### src/rtl/seg_pkg.sv
// seg_pkg: shared seven-segment definitions (glyph table, nibble and FSM types).
// Rev 1.0
`default_nettype none

package seg_pkg;

  localparam int SEG_W = 8;

  typedef logic [3:0] nibble_t;

  typedef enum logic [1:0] {
    ST_IDLE     = 2'd0,
    ST_SETTLING = 2'd1,
    ST_HELD     = 2'd2
  } state_t;

  // Active-low gfedcba patterns, index = hex value; the encoder uses this same table.
  localparam logic [15:0][6:0] C_GLYPH = {
    7'h0E, 7'h06, 7'h21, 7'h46, 7'h03, 7'h08, 7'h10, 7'h00,
    7'h78, 7'h02, 7'h12, 7'h19, 7'h30, 7'h24, 7'h79, 7'h40
  };

endpackage

`default_nettype wire

### src/rtl/seg_patron_a_hex.sv
// seg_patron_a_hex: combinational 7-bit segment pattern to {match, nibble} lookup.
// Rev 1.0
`default_nettype none

module seg_patron_a_hex
  import seg_pkg::*;
(
  input  logic [6:0] i_pattern,
  output logic       o_match,
  output nibble_t    o_nibble
);

  always_comb begin
    o_match  = 1'b0;
    o_nibble = '0;
    for (int i = 0; i < 16; i++) begin
      if (i_pattern == C_GLYPH[i]) begin
        o_match  = 1'b1;
        o_nibble = nibble_t'(i);
      end
    end
  end

endmodule

`default_nettype wire

### src/rtl/decodificador_segmentos.sv
// decodificador_segmentos: sniffs a multiplexed active-low 7-seg bus and recovers digits.
// Rev 1.0
`default_nettype none

module decodificador_segmentos
  import seg_pkg::*;
#(
  parameter int DIGITS        = 4,
  parameter int STABLE_CYCLES = 16
) (
  input  logic                  clk,
  input  logic                  rst,
  input  logic [SEG_W-1:0]      seg_in,
  input  logic [DIGITS-1:0]     an_in,
  output logic [4*DIGITS-1:0]   digits_out,
  output logic [DIGITS-1:0]     dp_out,
  output logic [DIGITS-1:0]     valid_out,
  output logic [DIGITS-1:0]     err_out,
  output logic                  frame_done
);

  localparam int IDX_W = (DIGITS > 1) ? $clog2(DIGITS) : 1;
  localparam int CNT_W = $clog2(STABLE_CYCLES);
  localparam logic [CNT_W-1:0] C_CNT_LAST = CNT_W'(STABLE_CYCLES - 1);

  logic [SEG_W-1:0]    r_seg_m, r_seg_s, r_seg_p;
  logic [DIGITS-1:0]   r_an_m, r_an_s, r_an_p;
  state_t              r_state, w_state_nxt;
  logic [CNT_W-1:0]    r_cnt, w_cnt_nxt;
  logic                w_commit;
  logic [4*DIGITS-1:0] r_digits;
  logic [DIGITS-1:0]   r_dp, r_valid, r_err, r_seen;
  logic                r_frame;

  logic [IDX_W:0]      w_zeros;
  logic [IDX_W-1:0]    w_idx;
  logic                w_an_legal;
  logic                w_change;
  logic                w_match;
  nibble_t             w_nibble;
  logic [DIGITS-1:0]   w_commit_mask;

  seg_patron_a_hex u_lookup (
    .i_pattern (r_seg_s[6:0]),
    .o_match   (w_match),
    .o_nibble  (w_nibble)
  );

  always_comb begin
    w_zeros = '0;
    w_idx   = '0;
    for (int i = 0; i < DIGITS; i++) begin
      if (!r_an_s[i]) begin
        w_zeros = w_zeros + 1'b1;
        w_idx   = IDX_W'(i);
      end
    end
  end

  assign w_an_legal    = (w_zeros == (IDX_W+1)'(1));
  assign w_change      = (r_seg_s != r_seg_p) || (r_an_s != r_an_p);
  assign w_commit_mask = w_commit ? (DIGITS'(1) << w_idx) : '0;

  always_comb begin
    w_state_nxt = r_state;
    w_cnt_nxt   = r_cnt;
    w_commit    = 1'b0;
    case (r_state)
      ST_IDLE: begin
        w_cnt_nxt = '0;
        if (w_an_legal) w_state_nxt = ST_SETTLING;
      end
      ST_SETTLING: begin
        if (!w_an_legal) begin
          w_state_nxt = ST_IDLE;
          w_cnt_nxt   = '0;
        end else if (w_change) begin
          w_cnt_nxt = '0;
        end else if (r_cnt == C_CNT_LAST) begin
          w_commit    = 1'b1;
          w_state_nxt = ST_HELD;
          w_cnt_nxt   = '0;
        end else begin
          w_cnt_nxt = r_cnt + 1'b1;
        end
      end
      ST_HELD: begin
        w_cnt_nxt = '0;
        if (!w_an_legal)   w_state_nxt = ST_IDLE;
        else if (w_change) w_state_nxt = ST_SETTLING;
      end
      default: begin
        w_state_nxt = ST_IDLE;
        w_cnt_nxt   = '0;
      end
    endcase
  end

  always_ff @(posedge clk) begin
    if (rst) begin
      r_seg_m  <= '1;
      r_seg_s  <= '1;
      r_seg_p  <= '1;
      r_an_m   <= '1;
      r_an_s   <= '1;
      r_an_p   <= '1;
      r_state  <= ST_IDLE;
      r_cnt    <= '0;
      r_digits <= '0;
      r_dp     <= '0;
      r_valid  <= '0;
      r_err    <= '0;
      r_seen   <= '0;
      r_frame  <= 1'b0;
    end else begin
      r_seg_m <= seg_in;
      r_seg_s <= r_seg_m;
      r_seg_p <= r_seg_s;
      r_an_m  <= an_in;
      r_an_s  <= r_an_m;
      r_an_p  <= r_an_s;
      r_state <= w_state_nxt;
      r_cnt   <= w_cnt_nxt;
      if (w_commit) begin
        // An unrecognised pattern keeps the last good nibble and only flags the error.
        if (w_match) r_digits[4*w_idx +: 4] <= w_nibble;
        r_valid[w_idx] <= w_match;
        r_err[w_idx]   <= ~w_match;
        r_dp[w_idx]    <= ~r_seg_s[7];
      end
      if (r_seen == '1) begin
        r_frame <= 1'b1;
        r_seen  <= w_commit_mask;
      end else begin
        r_frame <= 1'b0;
        r_seen  <= r_seen | w_commit_mask;
      end
    end
  end

  assign digits_out = r_digits;
  assign dp_out     = r_dp;
  assign valid_out  = r_valid;
  assign err_out    = r_err;
  assign frame_done = r_frame;

endmodule

`default_nettype wire
### config.mk
export PLATFORM = sky130hd
export DESIGN_NAME = decodificador_segmentos
export DESIGN_NICKNAME = d
export VERILOG_FILES = /design/src/rtl/seg_pkg.sv /design/src/rtl/seg_patron_a_hex.sv /design/src/rtl/decodificador_segmentos.sv
export SDC_FILE = /design/constraint.sdc
export NUM_CORES = 1
export LEC_CHECK = 0
export BUFFER_PORTS_ARGS = -buffer_cell sky130_fd_sc_hd__clkbuf_2
export CELL_PAD_IN_SITES_DETAIL_PLACEMENT = 0
export CELL_PAD_IN_SITES_GLOBAL_PLACEMENT = 1
export CORE_ASPECT_RATIO = 1.1
export CORE_UTILIZATION = 44
export CTS_CLUSTER_DIAMETER = 30
export DETAILED_ROUTE_END_ITERATION = 8
export GPL_ROUTABILITY_DRIVEN = 0
export HOLD_SLACK_MARGIN = 0.02
export PLACE_DENSITY = 0.82
export SLEW_MARGIN = 15
export SYNTH_ARGS = -nofsm -noshare
export SYNTH_HDL_FRONTEND = slang
export SYNTH_HIERARCHICAL = 1
export SYNTH_SLANG_ARGS = --single-unit
### constraint.sdc
create_clock -name clk -period 3 [get_ports clk]
set_clock_uncertainty 0.1 [all_clocks]
set_input_delay 0.15 -clock clk [delete_from_list [all_inputs] [get_ports clk]]
set_output_delay 0.15 -clock clk [all_outputs]
set_load 0.01 [all_outputs]
==> impl_metrics.yaml <==
outcome:
  status: "completed"
placed_design:
  port_buffers: 42
  placed_cell_area_mm2: 0.00344
  dp_hpwl_um: 4030
  place_ws_ps: 296
critical_path:
  cpLargestDelayFamily: "simple AND/OR/NAND/NOR gates"
  path_max_fanout: 11
  path_class: "flip-flop to flip-flop"
  arrival_ps: 2720
  path_cells: "nor4b_1 > nand3b_1 > nand4_1 > or4_4 > inv_1 > or4_4 > o21ai_1 > a21oi_1"
  start_kind: "flip-flop"
  crit_path_end_kind: "flip-flop"
  critical_path_depth: 8
  critPathBufInv: 1
  cp_common_cell: "or4_4"
  cpMaxStageDelayCell: "or4_4"
  cp_data_required_time_ps: 3080
  worstRegToRegCells: 8
  max_stage_delay_ps: 560
timing:
  fin_crit_sh_pct: 87.9
  hold_viol: 0
  max_freq_mhz: 379
  rsz0062_at_grt: "no"
  min_period_ps: 2640
  finalMaxSlewViolations: 0
  setup_violations: 0
  relSlewSlack_pct: 46.7
  timing.final.ws_setup_ps: 364
  finalSetupTns_ps: 0
  worst_pin_slew_ps: 800
pwr:
  pwr-share-clk_pct: 36.1
  power.density_mw_per_mm2: 488
  pwr-share-comb_pct: 7.0
  p_leak_uw: 0.00153
  vdd_ir_drop_max_mv: 0.314
  p_sw_uw: 425
  swShare_pct: 23.4
  pwr-share-seq_pct: 56.9
  p_int_uw: 1390
synth:
  async_flop_share_pct: 0
  yosysWarnings: 6
  synth_area_mm2: 0.00321
  synth_commonest_cells: "dfxtp_1, or2_2, mux2i_1"
  synth_nets: 341
  ys.flop_type: "dfxtp_1"
  synth_edf_count: 0
  ys_types: 47
  yosysTopAreaCell: "dfxtp_1"
  synth_cells: 323
  netlist.area_leader.share_pct: 46.8
  syn_area_per_cell_um2: 9.93
  yosysMostFrequentCell: "dfxtp_1"
  seq_area_frac_synth_pct: 46.8
  synth_seq_cells: 75
  synth_area_leaders: "dfxtp_1, mux2i_1, or2_2, nand2b_1, xnor2_1"
floorplanning:
  die_h_um: 91.6
  core_area_mm2: 0.00705
  start_util_pct: 45.5
  ios: 43
  dieArea_mm2: 0.00764
  fp-row-count: 32
  die_x_um: 83.4
routing:
  routed_wl_um: 5860
  viasPerCell: 5.03
  route.detailed.drc: 0
  vias: 2314
  wire_per_inst_um: 12.7
  dr.pass1.iters: 4
  dr.first_iter.drc_count: 102
  ant_nets: 0
final_layout:
  fillers: 659
  drive_gt1_share_pct: 29.3
  syn2layout_area_growth_pct: 16.1
  post-route-util_pct: 52.9
  n_antenna_cell: 0
  final_net_count: 390
  stdcell_area_mm2: 0.00373
global_route:
  busiest_layer: "met2"
  use_met3_pct: 3.73
  grt.overflow.total: 0
  met1_usage_pct: 19.7
  grt_pass1_vias: 2159
  antenna_found_initial: 0
  grt_usage_pct: 16.2
  grtUsageMet2_pct: 26.4
  grt_pass1_wl_um: 9780
  grt_max_degree: 47
hold_path:
  holdCritPathClass: "flip-flop to flip-flop"
  min_path_cells: 1
clock_tree:
  numCtsBuffers: 9
  htreeDepth: 3
  cts.sink_count: 75
  cts-root-buf: "clkbuf_8"
  worstSkewPairLatency_ps: 340
  clk_path_buf_depth: 2
  clk_transition_reported_paths_ps: 70
  cts_tree: "built"
run:
  max_cap_violations: 0
cell type report:
cell class	count	area (um2)	share of cell area, %
inverters	4	15.0	0.403
clock buffers	12	145	3.90
repair buffers	57	353	9.47
clock inverters	2	13.8	0.369
flip-flops and latches	75	1500	40.3
well taps	85	106	2.85
multi-input cells	225	1590	42.7
registers in the layout, indices dropped and copies added, names as in the netlist, 8 cells and up:
signal / count
digits_out: 16
r_seg_m: 8
r_seg_p: 8
r_seg_s: 8
worst register-to-register path, cell delays in order (launching register included):
cell      delay [ps]
dfxtp_1          530
nor4b_1          380
nand3b_1         190
nand4_1          230
or4_4            230
inv_1             50
or4_4            560
o21ai_1          130
a21oi_1           70
per-layer routing:
metal	vias to the layer above	routed length (um)
met1	1051	2750
met3	12	188
met5	-	0
met2	51	2760
li1	1200	-
met4	0	153
cells by family after synthesis:
family / synth area share [%]
DFF: 46.8
muxes: 7.49
adders and majority gates: 1.56
AOI/OAI and AO/OA: 5.50
and+or+nand+nor: 30.1
buffers and inverters: 3.71
xor gates and xnor gates: 4.88
per-stage QoR:
stage               hold slack (ps)  power (uW)  cells
floorplan                       154        1150    323
global placement                234        1170    434
detailed placement              234        1170    434
CTS                             302        1840    460
global route                    312        1900    460
finish                          305        1820    460
placed cells by master (no fill, tap or decap), types with 12 or more instances in the layout:
cell type and instances:
nor2_1 19, or2_2 37, clkbuf_2 42, dlygate4sd3_1 12, mux2i_1 24, dfxtp_1 75, nand2_1 15, nand2b_1 22
xnor2_1 15, nand4_1 14
final timing paths:
| path | from | endpoint | slack, ps |
|---|---|---|---|
| max | r_seg_s[2]$_SDFF_PP1_ | digits_out[13]$_SDFFE_PP0P_ | 360 |
| min | r_an_m[2]$_SDFF_PP1_ | r_an_s[2]$_SDFF_PP1_ | 310 |
| max reg2reg | r_seg_s[2]$_SDFF_PP1_ | digits_out[13]$_SDFFE_PP0P_ | 360 |
| min reg2reg | r_an_m[2]$_SDFF_PP1_ | r_an_s[2]$_SDFF_PP1_ | 310 |
power groups by stage:
stage               Sequential, uW  Combinational [uW]  Clock [uW]
detailed placement            1060                 116           0
finish                        1040                 127         656
global placement              1060                 115           0
global route                  1040                 139         721
floorplan                     1050                 103           0
CTS                           1040                 128         677
timing repair:
item / in CTS / in global routing
hold buffers: 12 / 0
setup buffers: 0 / 0
gates resized for setup: 0 / 1
endpoints found under the setup margin: 0 / 6
endpoints found under the hold margin: 12 / 0
(Power assumes the default switching activity.)
